**src/rtl/flash_audio_player.sv**
```systemverilog
// flash_audio_player: fetches 32-bit words from the flash read block and plays them as paced 16-bit samples.
module flash_audio_player #(
  parameter logic [22:0] START_ADDR = 23'h000000,
  parameter logic [22:0] END_ADDR = 23'h07FFFF
) (
  input  logic        clk,
  input  logic        reset,
  input  logic        sample_tick,
  input  logic        play,
  input  logic        direction,
  input  logic        restart,
  output logic        start_read,
  output logic [22:0] request_addr,
  input  logic        done,
  input  logic [31:0] data_in,
  output logic [15:0] audio_out,
  output logic        sample_strobe,
  output logic        underrun
);
  typedef enum logic [2:0] {IDLE, REQUEST, WAIT_DONE, WAIT_RELEASE, PLAY_FIRST, PLAY_SECOND} state_t;
  state_t state, state_n;
  logic [22:0] addr, addr_n, step_addr, restart_addr, request_addr_n;
  logic [31:0] word, word_n;
  logic [15:0] audio_n;
  logic dir, dir_n, pend, pend_n, rpend, rpend_n, underrun_n;
  logic fetching, playing, consume, restart_now, release_restart, apply_restart, advance;
  assign fetching = state == REQUEST || state == WAIT_DONE || state == WAIT_RELEASE;
  assign playing = state == PLAY_FIRST || state == PLAY_SECOND;
  assign consume = playing && play && (sample_tick || pend) && !restart;
  assign restart_now = restart && !fetching;
  // a restart seen during a fetch is deferred until the flash block has released done
  assign release_restart = state == WAIT_RELEASE && !done && (rpend || restart);
  assign apply_restart = restart_now || release_restart;
  assign advance = consume && state == PLAY_SECOND;
  assign restart_addr = direction ? END_ADDR : START_ADDR;
  assign step_addr = direction ? (addr == START_ADDR ? END_ADDR : addr - 23'd1)
                               : (addr == END_ADDR ? START_ADDR : addr + 23'd1);
  always_ff @(posedge clk) begin
    if (reset) state <= IDLE;
    else state <= state_n;
  end
  always_comb begin
    state_n = state;
    case (state)
      IDLE:         state_n = play && !done ? REQUEST : IDLE;
      REQUEST:      state_n = WAIT_DONE;
      WAIT_DONE:    state_n = done ? WAIT_RELEASE : WAIT_DONE;
      WAIT_RELEASE: state_n = done ? WAIT_RELEASE : release_restart ? REQUEST : PLAY_FIRST;
      PLAY_FIRST:   state_n = consume ? PLAY_SECOND : PLAY_FIRST;
      PLAY_SECOND:  state_n = consume ? REQUEST : PLAY_SECOND;
      default:      state_n = IDLE;
    endcase
    if (restart_now) state_n = play && !done ? REQUEST : IDLE;
  end
  always_comb begin
    addr_n = apply_restart ? restart_addr : advance ? step_addr : addr;
    dir_n = apply_restart || advance ? direction : dir;
    pend_n = apply_restart ? 1'b0 : consume ? pend && sample_tick : fetching && sample_tick ? 1'b1 : pend;
    rpend_n = release_restart ? 1'b0 : fetching && restart ? 1'b1 : rpend;
    underrun_n = underrun || (fetching && sample_tick && pend);
    word_n = state == WAIT_DONE && done ? data_in : word;
    audio_n = !consume ? audio_out : (state == PLAY_FIRST) != dir ? word[15:0] : word[31:16];
    request_addr_n = state_n == REQUEST ? addr_n : request_addr;
  end
  always_ff @(posedge clk) begin
    if (reset) begin
      addr <= START_ADDR;
      word <= '0;
      dir <= 1'b0;
      pend <= 1'b0;
      rpend <= 1'b0;
      underrun <= 1'b0;
      audio_out <= '0;
      sample_strobe <= 1'b0;
      start_read <= 1'b0;
      request_addr <= START_ADDR;
    end else begin
      addr <= addr_n;
      word <= word_n;
      dir <= dir_n;
      pend <= pend_n;
      rpend <= rpend_n;
      underrun <= underrun_n;
      audio_out <= audio_n;
      sample_strobe <= consume;
      start_read <= state_n == REQUEST;
      request_addr <= request_addr_n;
    end
  end
endmodule

```
**config.mk**
```make
export PLATFORM = sky130hd
export DESIGN_NAME = flash_audio_player
export DESIGN_NICKNAME = d
export VERILOG_FILES = /design/src/rtl/flash_audio_player.sv
export SDC_FILE = /design/constraint.sdc
export NUM_CORES = 1
export LEC_CHECK = 0
export ABC_CLOCK_PERIOD_IN_PS = 5600
export BUFFER_PORTS_ARGS = -buffer_cell sky130_fd_sc_hd__buf_2
export CAP_MARGIN = 15
export CORE_UTILIZATION = 54
export CTS_BUF_LIST = sky130_fd_sc_hd__clkbuf_4
export CTS_CLUSTER_DIAMETER = 30
export DETAILED_ROUTE_END_ITERATION = 10
export PLACE_DENSITY = 0.76
export SYNTH_ARGS = -nofsm -noshare
export SYNTH_HDL_FRONTEND = slang
export SYNTH_SLANG_ARGS = --single-unit
```
**constraint.sdc**
```tcl
create_clock -name clk -period 5.6 [get_ports clk]
set_input_delay 0.28 -clock clk [delete_from_list [all_inputs] [get_ports clk]]
set_output_delay 0.28 -clock clk [all_outputs]
set_load 0.05 [all_outputs]
```
Word level (Yosys, flattened, before mapping) --
Cells that the tools add are included.
Storage, ports and cells: logic and storage cells 67, input port bits 39, flip-flop bits (word level) 103
Cells by class: add/subtract/negate cells 2, mux-type cells 17, eq/ne operators 8, reduce and logical (&&, ||, !) cells 29
Operator list (count):
- $mux W23 | 5
- $add A23 B1 Y23 const B | 1
- $eq A23 B19 Y1 const B | 1
- $logic_not A23 Y1 | 1
- $sub A23 B1 Y23 const B | 1
- $mux W19 | 1
- $pmux W3 S6 | 1
- $mux W16 | 1
- $logic_and A1 B1 Y1 | 13
- $mux W3 | 4
- $logic_or A1 B1 Y1 | 8
- $eq A3 B1 Y1 const B | 2
- $eq A3 B2 Y1 const B | 2
- $eq A3 B3 Y1 const B | 2
- $mux W1 | 5
- $reduce_or A2 Y1 | 2
- $logic_not A1 Y1 | 3
- $logic_not A3 Y1 | 1
- $reduce_bool A2 Y1 | 1
- $ne A1 B1 Y1 | 1

Depth between registers and ports, before layout --
Gate-level depths: netlist of the first run.
word-level depth 9, gate-level depth with buffers 9, depth with buffers taken out 8

Least setup slack after synthesis of the first run --
No wires, ideal clock.
path type reg2reg, start point register addr[0], end point register request_addr[16], clock period less this slack 2.129 ns, arrival time 2.050 ns, required time 5.521 ns, setup slack 3.471 ns, buffers on the path 1, stages on the path, launching flop included 9, cells stage by stage dfxtp_1 -> ha_1 -> nand3_1 -> or3_1 -> buf_2 -> nor4_4 -> nor3_1 -> o311a_1 -> a211oi_2
On the way: longest elaborated chain between the ends 5
Ends and longest elaborated chain:
- start, declared | RTL line 22 | logic [22:0] addr, addr_n, step_addr, restart_addr, request_addr_n;
- start signal, assigned | RTL line 78 | addr <= addr_n;
- $add A23 B1 Y23 (tied with other cells) | RTL line 37 | : (addr == END_ADDR ? START_ADDR : addr + 23'd1);
- $mux W23 (on tied branches) | RTL line 37, 36
- $mux W23 (*) | RTL line 36 | assign step_addr = direction ? (addr == START_ADDR ? END_ADDR : addr - 23'd1)
- $mux W23 (*) (2 in a row) | RTL line 56 | addr_n = apply_restart ? restart_addr : advance ? step_addr : addr;
- end signal, assigned | RTL line 87 | request_addr <= request_addr_n;
- end, declared | RTL line 13 | output logic [22:0] request_addr,
Mark *: on every way between the ends. The rest lies on a longest branch, timed or not. A chain may end at the register's enable or synchronous reset.

Final worst setup path of the first run --
start point register addr[6], end point register request_addr[13]
Same word-level chain as after synthesis.

==> run metrics, run 1 <==
Rel. slew slack 21.77%; synth unique cells 74; Die Y 101.7 um; Net count, final 762; CP Launch Point addr[6]$_SDFF_PP0_; routed len/inst 17.19 um; number of fill cells in the layout 890; Max Transition Viols Final 0; die area 10340 um^2; WP data arrival 3.40 ns; DR iter-0 viols 539; Final Cycle Share 54.33%; Setup Crit Path Kind register to register; ys async rst share 0%; Clock transition at path regs 0.16 ns; postcts setup bufs 0; Tightest Pin Transition 1.164 ns; status completed; total track usage 29.25%; cells after synthesis 673; Post-Route Setup TNS 0 ns; clock tree buffer depth 2; vias in the first global route 4505; Core Box Area 9684 um^2; area of the multi-input gates 3023 um^2; DR vias/cell 6.016; Post-route DRC 0; via count 5162; Worst Setup End Kind register; Root Driver clkbuf_4; top cell type's share of synthesized area 38.44%; crit-path cells nor3_1 -> nand4_1 -> o41a_1 -> o21ai_0 -> nand2_1 -> o41a_1; max cap viols 0; fmax 0.3287 GHz; clk sink count 103; IO Port Bufs 80; mean area per synthesized cell 7.970 um^2; most frequent CP cell o41a_1; final setup fails 0; Main synth FF type dfxtp_1; Initial Utilization 55.39%; area grow syn2layout 10.10%; maximum fanout along the worst path 11; unrepaired setup endpoints after global routing false; Hold Path Class input port to register; synthesized area 5364 um^2; FF+latch count, synth 103; hold_sp data_in[23]; largest net degree at the start of global routing 93; worst reg2reg startpoint addr[6]$_SDFF_PP0_; Clock Latency Late Sink 0.45 ns; dominant cells by area after synthesis dfxtp_1 38%, nand2_1 6.6%, nor2_1 5.5%; FF-to-FF setup slack 2.56 ns; hold bufs inserted after CTS 0; Cell Rows 36; worst setup path end request_addr[13]$_SDFFE_PP0N_; CTS Buf Count 9; Crit path largest cell delay 0.92 ns; area leader, netlist dfxtp_1; Resize count post-CTS 0; DR pass1 iterations 5; Core Util, Final 60.98%; final hold vios 0; H-tree levels 3; Post-synth EDFFs 0; Power Dens Cells 263.0 nW/um^2; Critical R2R Capture request_addr[13]$_SDFFE_PP0N_; Reg2Reg Depth 6; Die X 101.7 um; Yosys warning total 0; hpwl dp 10.41 mm; Clock Skew 0.01608 ns; Startpoint Class register; FF+latch area 2062 um^2; # diodes 0; Final min period 3.043 ns; grt total ovfl 0; crit path max-delay cell type nor3_1; Max IR drop VDD 0.1526 mV; layout cell share with drive strength beyond 1 17.10%; leakage power 2.241 nW; syn_nets 715; Routability Congestion 0.9732; Req. time, crit path 5.95 ns; DRT antenna net count 0; sequential element share of the synthesized area 38.44%; number of top-level pins 81; CTS tree built; first-pass GRT wire length 23.40 mm; Total Wirelength 14.75 mm; initial antenna violation count 0
-- through the flow --
stage | cell area, um^2 | setup slack [ns] | total power (W) | hold slack (ns) | std cells
floorplan | 5364 | 3.471 | 0.001074 | 0.4160 | 673
global placement | 5738 | 2.797 | 0.001157 | 0.4412 | 840
detailed placement | 5738 | 2.674 | 0.001161 | 0.4459 | 840
CTS | 5881 | 2.648 | 0.001554 | 0.02232 | 856
global route | 5906 | 2.312 | 0.001627 | 0.0004224 | 858
finish | 5906 | 2.557 | 0.001553 | 0.04272 | 858
-- logic make-up (layout without fill, tap and decap cells) --
group	after synthesis	in the layout	share of synthesized area, %
compound gates	179	179	22.42
xor+xnor	14	14	2.286
fa+ha+maj	3	3	0.6999
buf+inv	64	116	5.388
flops	103	103	38.44
mux	19	19	3.569
simple gates	291	291	27.20
-- layout make-up --
class / count / area share, %
well taps: 133 / 2.818
clock inverters: 6 / 1.144
repair buffers: 87 / 7.839
inverters: 13 / 0.8263
multi-input cells: 506 / 51.19
clock buffers: 10 / 1.271
flip-flops and latches: 103 / 34.92
-- power by group --
| group | switching (W) | internal (W) | leakage, nW | total, W |
|---|---|---|---|---|
| combinational | 0.000234 | 0.000110 | 1.33 | 0.000344 |
| sequential | 0.0000424 | 0.000767 | 0.837 | 0.000810 |
| clock | 0.000255 | 0.000145 | 0.0787 | 0.000400 |
-- metal layers --
layer | vias to the layer above | global-route usage [%] | wire [um] | part of all wire, %
li1 | 2525 | - | - | -
met1 | 2403 | 41.50 | 6823 | 46
met2 | 198 | 44.13 | 6593 | 45
met3 | 36 | 5.245 | 931 | 6.3
met4 | 0 | 10.81 | 402 | 2.7
met5 | - | 0 | 0 | 0
-- worst max-delay path, delay by kind of cell (launching register included) --
kind | cells | cell delay (ns)
AND/OR/NAND/NOR | 3 | 1.59
AO/OA/AOI/OAI | 3 | 0.93
flip-flops | 1 | 0.43
-- sequential cells by signal, summed over array words and instances, names as in the netlist --
| signal | count |
|---|---|
| sample_strobe | 1 |
| underrun | 1 |
| rpend | 1 |
| state | 3 |
| request_addr | 23 |
| pend | 1 |
| audio_out | 16 |
| dir | 1 |
| start_read | 1 |
| addr | 23 |
| word | 32 |
-- cells in the final DEF (no fill, tap or decap), drive strengths merged, types with 6 or more instances in the layout --
cell type  count
nand4         16
nor2          81
clkbuf        10
o22ai          7
nand3         25
nor4           9
o211ai         7
or3            7
xor2           6
buf           86
a21oi         55
inv           15
nor3          26
xnor2          8
nand2         94
dfxtp        103
a211oi        34
mux2i         18
o21ai         24
-- cells in the mapped netlist (4+ instances only) --
cell type / count
nand3_1: 24
or3_1: 7
nor4_1: 6
clkbuf_1: 30
nand4_1: 15
and3_1: 5
a211oi_1: 33
o31a_1: 4
nor3_1: 22
nor2b_1: 4
nor2_1: 78
xnor2_1: 8
o32ai_1: 4
nand2_1: 94
and4_1: 5
inv_1: 13
a31oi_1: 5
buf_2: 14
o22ai_1: 7
mux2i_1: 18
dfxtp_1: 103
xor2_1: 6
o211ai_1: 7
a21oi_1: 55
o21ai_0: 21
-- worst min path at each step --
| stage | endpoint | slack (ns) | cells after the start |
|---|---|---|---|
| after detailed placement | word[14]$_SDFFE_PP0P_ | 0.45 | 2 |
| after global routing | word[21]$_SDFFE_PP0P_ | 0.0004 | 3 |
| after global placement | word[22]$_SDFFE_PP0P_ | 0.44 | 2 |
| after CTS | word[23]$_SDFFE_PP0P_ | 0.02 | 3 |
| final | word[23]$_SDFFE_PP0P_ | 0.04 | 3 |
| after floorplan | word[0]$_SDFFE_PP0P_ | 0.42 | 2 |
No activity file was read; power rests on OpenSTA's default activity.
==> run 2: changes to the inputs <==
ABC_AREA = 1   (was not set)
ABC_CLOCK_PERIOD_IN_PS = 3150   (was 5600)
clock period = 3.15 ns   (was 5.6 ns; I/O delays follow)
==> run 2 against run 1 <==
Clock skew fell by 0.0029 ns. Clock power rose by 100%. Core utilization rose by 2.5 points. Sequential power rose by 80%. Via count rose by 21%. Critical endpoint is now request_addr[2]$_SDFFE_PP0N_. Largest cell class unchanged.
==> run metrics, run 2 <==
status completed (unchanged); DR pass1 iterations 7 (was 5); Core Box Area 10790 um^2 (was 9684 um^2); Net count, final 1065 (was 762); Die X 107.2 um (was 101.7 um); worst setup margin 0.7718 ns (was 2.557 ns); grt total ovfl 0 (unchanged); non-filler cells, final 1169 (was 858); dominant cells by area after synthesis dfxtp_1 34%, nand2_1 13%, nor2_1 9.5% (was dfxtp_1 38%, nand2_1 6.6%, nor2_1 5.5%); Reg2Reg Depth 11 (was 6); CTS tree built (unchanged); Crit path largest cell delay 0.44 ns (was 0.92 ns); area grow syn2layout 14.48% (was 10.10%); DR iter-0 viols 661 (was 539); clock tree buffer depth 2 (unchanged); FF+latch count, synth 103 (unchanged); fmax 0.4205 GHz (was 0.3287 GHz); Yosys warning total 0 (unchanged); Cell Rows 38 (was 36); Req. time, crit path 3.55 ns (was 5.95 ns); crit-path cells nand2_1 -> inv_2 -> nand3_4 -> nor2_4 -> inv_2 -> nor2_4 -> nand3_1 -> a21oi_1 -> nand2_1 -> nand2_1 -> inv_1 (was nor3_1 -> nand4_1 -> o41a_1 -> o21ai_0 -> nand2_1 -> o41a_1); FF+latch area 2062 um^2 (unchanged); DR vias/cell 5.352 (was 6.016); largest family of logic cells by synthesized area simple AND/OR/NAND/NOR gates (unchanged); placed instance count 1120 (was 840); largest registers word (32), addr (23), request_addr (23) (unchanged); Clock Latency Late Sink 0.48 ns (was 0.45 ns); largest net degree at the start of global routing 57 (was 93); Post-Synth Simple-Gate Area 38.35% (was 27.20%); Main synth FF type dfxtp_1 (unchanged); Commonest cells post-synth 210 x nand2_1, 152 x nor2_1, 112 x inv_1, 103 x dfxtp_1, 98 x nand3_1 (was 103 x dfxtp_1, 94 x nand2_1, 78 x nor2_1, 55 x a21oi_1, 33 x a211oi_1); post-synthesis adder-cell area fraction 0.6276% (was 0.6998%); synth unique cells 32 (was 74); area of the multi-input gates 3216 um^2 (was 3023 um^2); Total Wirelength 16.37 mm (was 14.75 mm); Post-route DRC 0 (unchanged); top-count cell post-synth nand2_1 (was dfxtp_1); Tightest Pin Transition 0.6578 ns (was 1.164 ns); via count 6257 (was 5162); Max IR drop VDD 0.3127 mV (was 0.1526 mV); final hold vios 0 (unchanged); Synth Area in Compound Gates 13.62% (was 22.42%); synthesized area 5981 um^2 (was 5364 um^2); Resize count post-CTS 0 (unchanged); Post-synth EDFFs 0 (unchanged); first-pass GRT wire length 27.10 mm (was 23.40 mm); Clock Skew 0.01318 ns (was 0.01608 ns); syn_nets 981 (was 715); Final Cycle Share 75.50% (was 54.33%); most frequent cells in the layout 210 x nand2_1, 152 x nor2_1, 112 x inv_1 (was 103 x dfxtp_1, 94 x nand2_1, 80 x buf_2); number of fill cells in the layout 1053 (was 890); layout cell share with drive strength beyond 1 15.76% (was 17.10%); Critical R2R Capture request_addr[2]$_SDFFE_PP0N_ (was request_addr[13]$_SDFFE_PP0N_); DRT antenna net count 0 (unchanged); Final min period 2.378 ns (was 3.043 ns); most frequent CP cell nand2_1 (was o41a_1); vias in the first global route 5700 (was 4505); IO Port Bufs 80 (unchanged); Most flops, register word (unchanged); top cell type's share of synthesized area 34.48% (was 38.44%); Setup Crit Path Kind register to register (unchanged); sequential element share of the synthesized area 34.48% (was 38.44%); cells after synthesis 939 (was 673); area leader, netlist dfxtp_1 (unchanged); total track usage 29.68% (was 29.25%); hold_ws 0.03108 ns (was 0.04272 ns); Clock transition at path regs 0.16 ns (about the same); Initial Utilization 55.41% (was 55.39%); pre-CTS setup slack 0.8207 ns (was 2.674 ns); Power Dens Cells 453.5 nW/um^2 (was 263.0 nW/um^2); crit path max-delay cell type dfxtp_1 (was nor3_1); FF-to-FF setup slack 0.77 ns (was 2.56 ns); routed len/inst 14.01 um (was 17.19 um); xor-xnor portion of the synthesized cell area 1.172% (was 2.286%); unrepaired setup endpoints after global routing false (unchanged); Rel. slew slack 56.05% (was 21.77%); CP Launch Point state[2]$_SDFF_PP0_ (was addr[6]$_SDFF_PP0_); CTS Buf Count 9 (unchanged); H-tree levels 3 (unchanged); die area 11500 um^2 (was 10340 um^2); initial antenna violation count 1 (was 0); worst setup path end request_addr[2]$_SDFFE_PP0N_ (was request_addr[13]$_SDFFE_PP0N_); max reg flops 32 (unchanged); WP data arrival 2.77 ns (was 3.40 ns); Worst Setup End Kind register (unchanged); Root Driver clkbuf_4 (unchanged); Die Y 107.2 um (was 101.7 um); maximum fanout along the worst path 23 (was 11); number of top-level pins 81 (unchanged); mean area per synthesized cell 6.369 um^2 (was 7.970 um^2); Post-Route Setup TNS 0 ns (unchanged); Hold Path Class input port to register (unchanged); ys async rst share 0% (unchanged); Startpoint Class register (unchanged); leakage power 3.096 nW (was 2.241 nW); Routability Congestion 0.9582 (was 0.9732); mux share of post-synthesis cell area 0% (was 3.569%); final setup fails 0 (unchanged); max cap viols 0 (unchanged); worst reg2reg startpoint state[2]$_SDFF_PP0_ (was addr[6]$_SDFF_PP0_); hpwl dp 11.25 mm (was 10.41 mm); commonest non-fill, non-tap cell in the layout nand2_1 (was dfxtp_1); Max Transition Viols Final 0 (unchanged); clk sink count 103 (unchanged)
==> run 2: area by class of cell <==
cell class                 count  area share [%]
antenna                        1         0.03655
clock buffer                   9          0.9868
clock inverter                 7           1.499
inverter                     119           6.542
multi-input combinational    671           46.97
sequential                   103           30.12
tap                          140           2.558
timing repair buffer         119           11.29
==> run 2: where the power goes <==
part	switching (W)	total [W]	internal [W]
clock network	0.000479	0.000811	0.000332
logic	0.000578	0.000833	0.000255
registers	0.0000750	0.00146	0.00139
total	0.00113	0.00311	0.00197
==> run 2: metrics by stage <==
stage	util (%)	instance area (um^2)	power, W
after floorplan	-	5981	0.002107
after global placement	58.87	6354	0.002268
after detailed placement	58.87	6354	0.002277
after CTS	63.41	6844	0.003103
after global routing	63.44	6847	0.003262
final	63.44	6847	0.003105
==> run 2: worst min-delay path by stage <==
stage,from,endpoint,slack [ns],cells past startpoint
6_report,sample_tick,underrun$_SDFF_PP0_,0.03,5
5_1_grt,sample_tick,underrun$_SDFF_PP0_,0.06,5
4_1_cts,sample_tick,underrun$_SDFF_PP0_,0.01,5
3_5_place_dp,data_in[31],word[31]$_SDFFE_PP0P_,0.42,3
3_3_place_gp,data_in[16],word[16]$_SDFFE_PP0P_,0.41,3
2_1_floorplan,data_in[29],word[29]$_SDFFE_PP0P_,0.32,2
==> run 2: repair_timing <==
action                                 CTS  global route
setup buffers                            0             0
hold buffers                            32             0
endpoints found under the hold margin   32             0
==> run 2: metal layers <==
layer  vias up  track usage [%]  wire length [um]
li1       3162                -                 -
met1      2826            39.40              7575
met2       236            47.24              7492
met3        33            3.708               871
met4         0            15.07               433
met5         -                0                 0
==> run 2: kinds of logic after synthesis <==
| family | Yosys count |
|---|---|
| xor gates and xnor gates | 8 |
| DFF | 103 |
| buffers and inverters | 165 |
| and+or+nand+nor | 519 |
| adders and majority gates | 3 |
| AOI/OAI and AO/OA | 141 |
==> run 2: worst max-delay path: cells and delay by family, from the launching register on <==
family | cells | cell delay (ns)
flip-flops | 1 | 0.44
AO/OA/AOI/OAI | 1 | 0.21
buffers and inverters | 3 | 0.42
AND/OR/NAND/NOR | 7 | 1.21
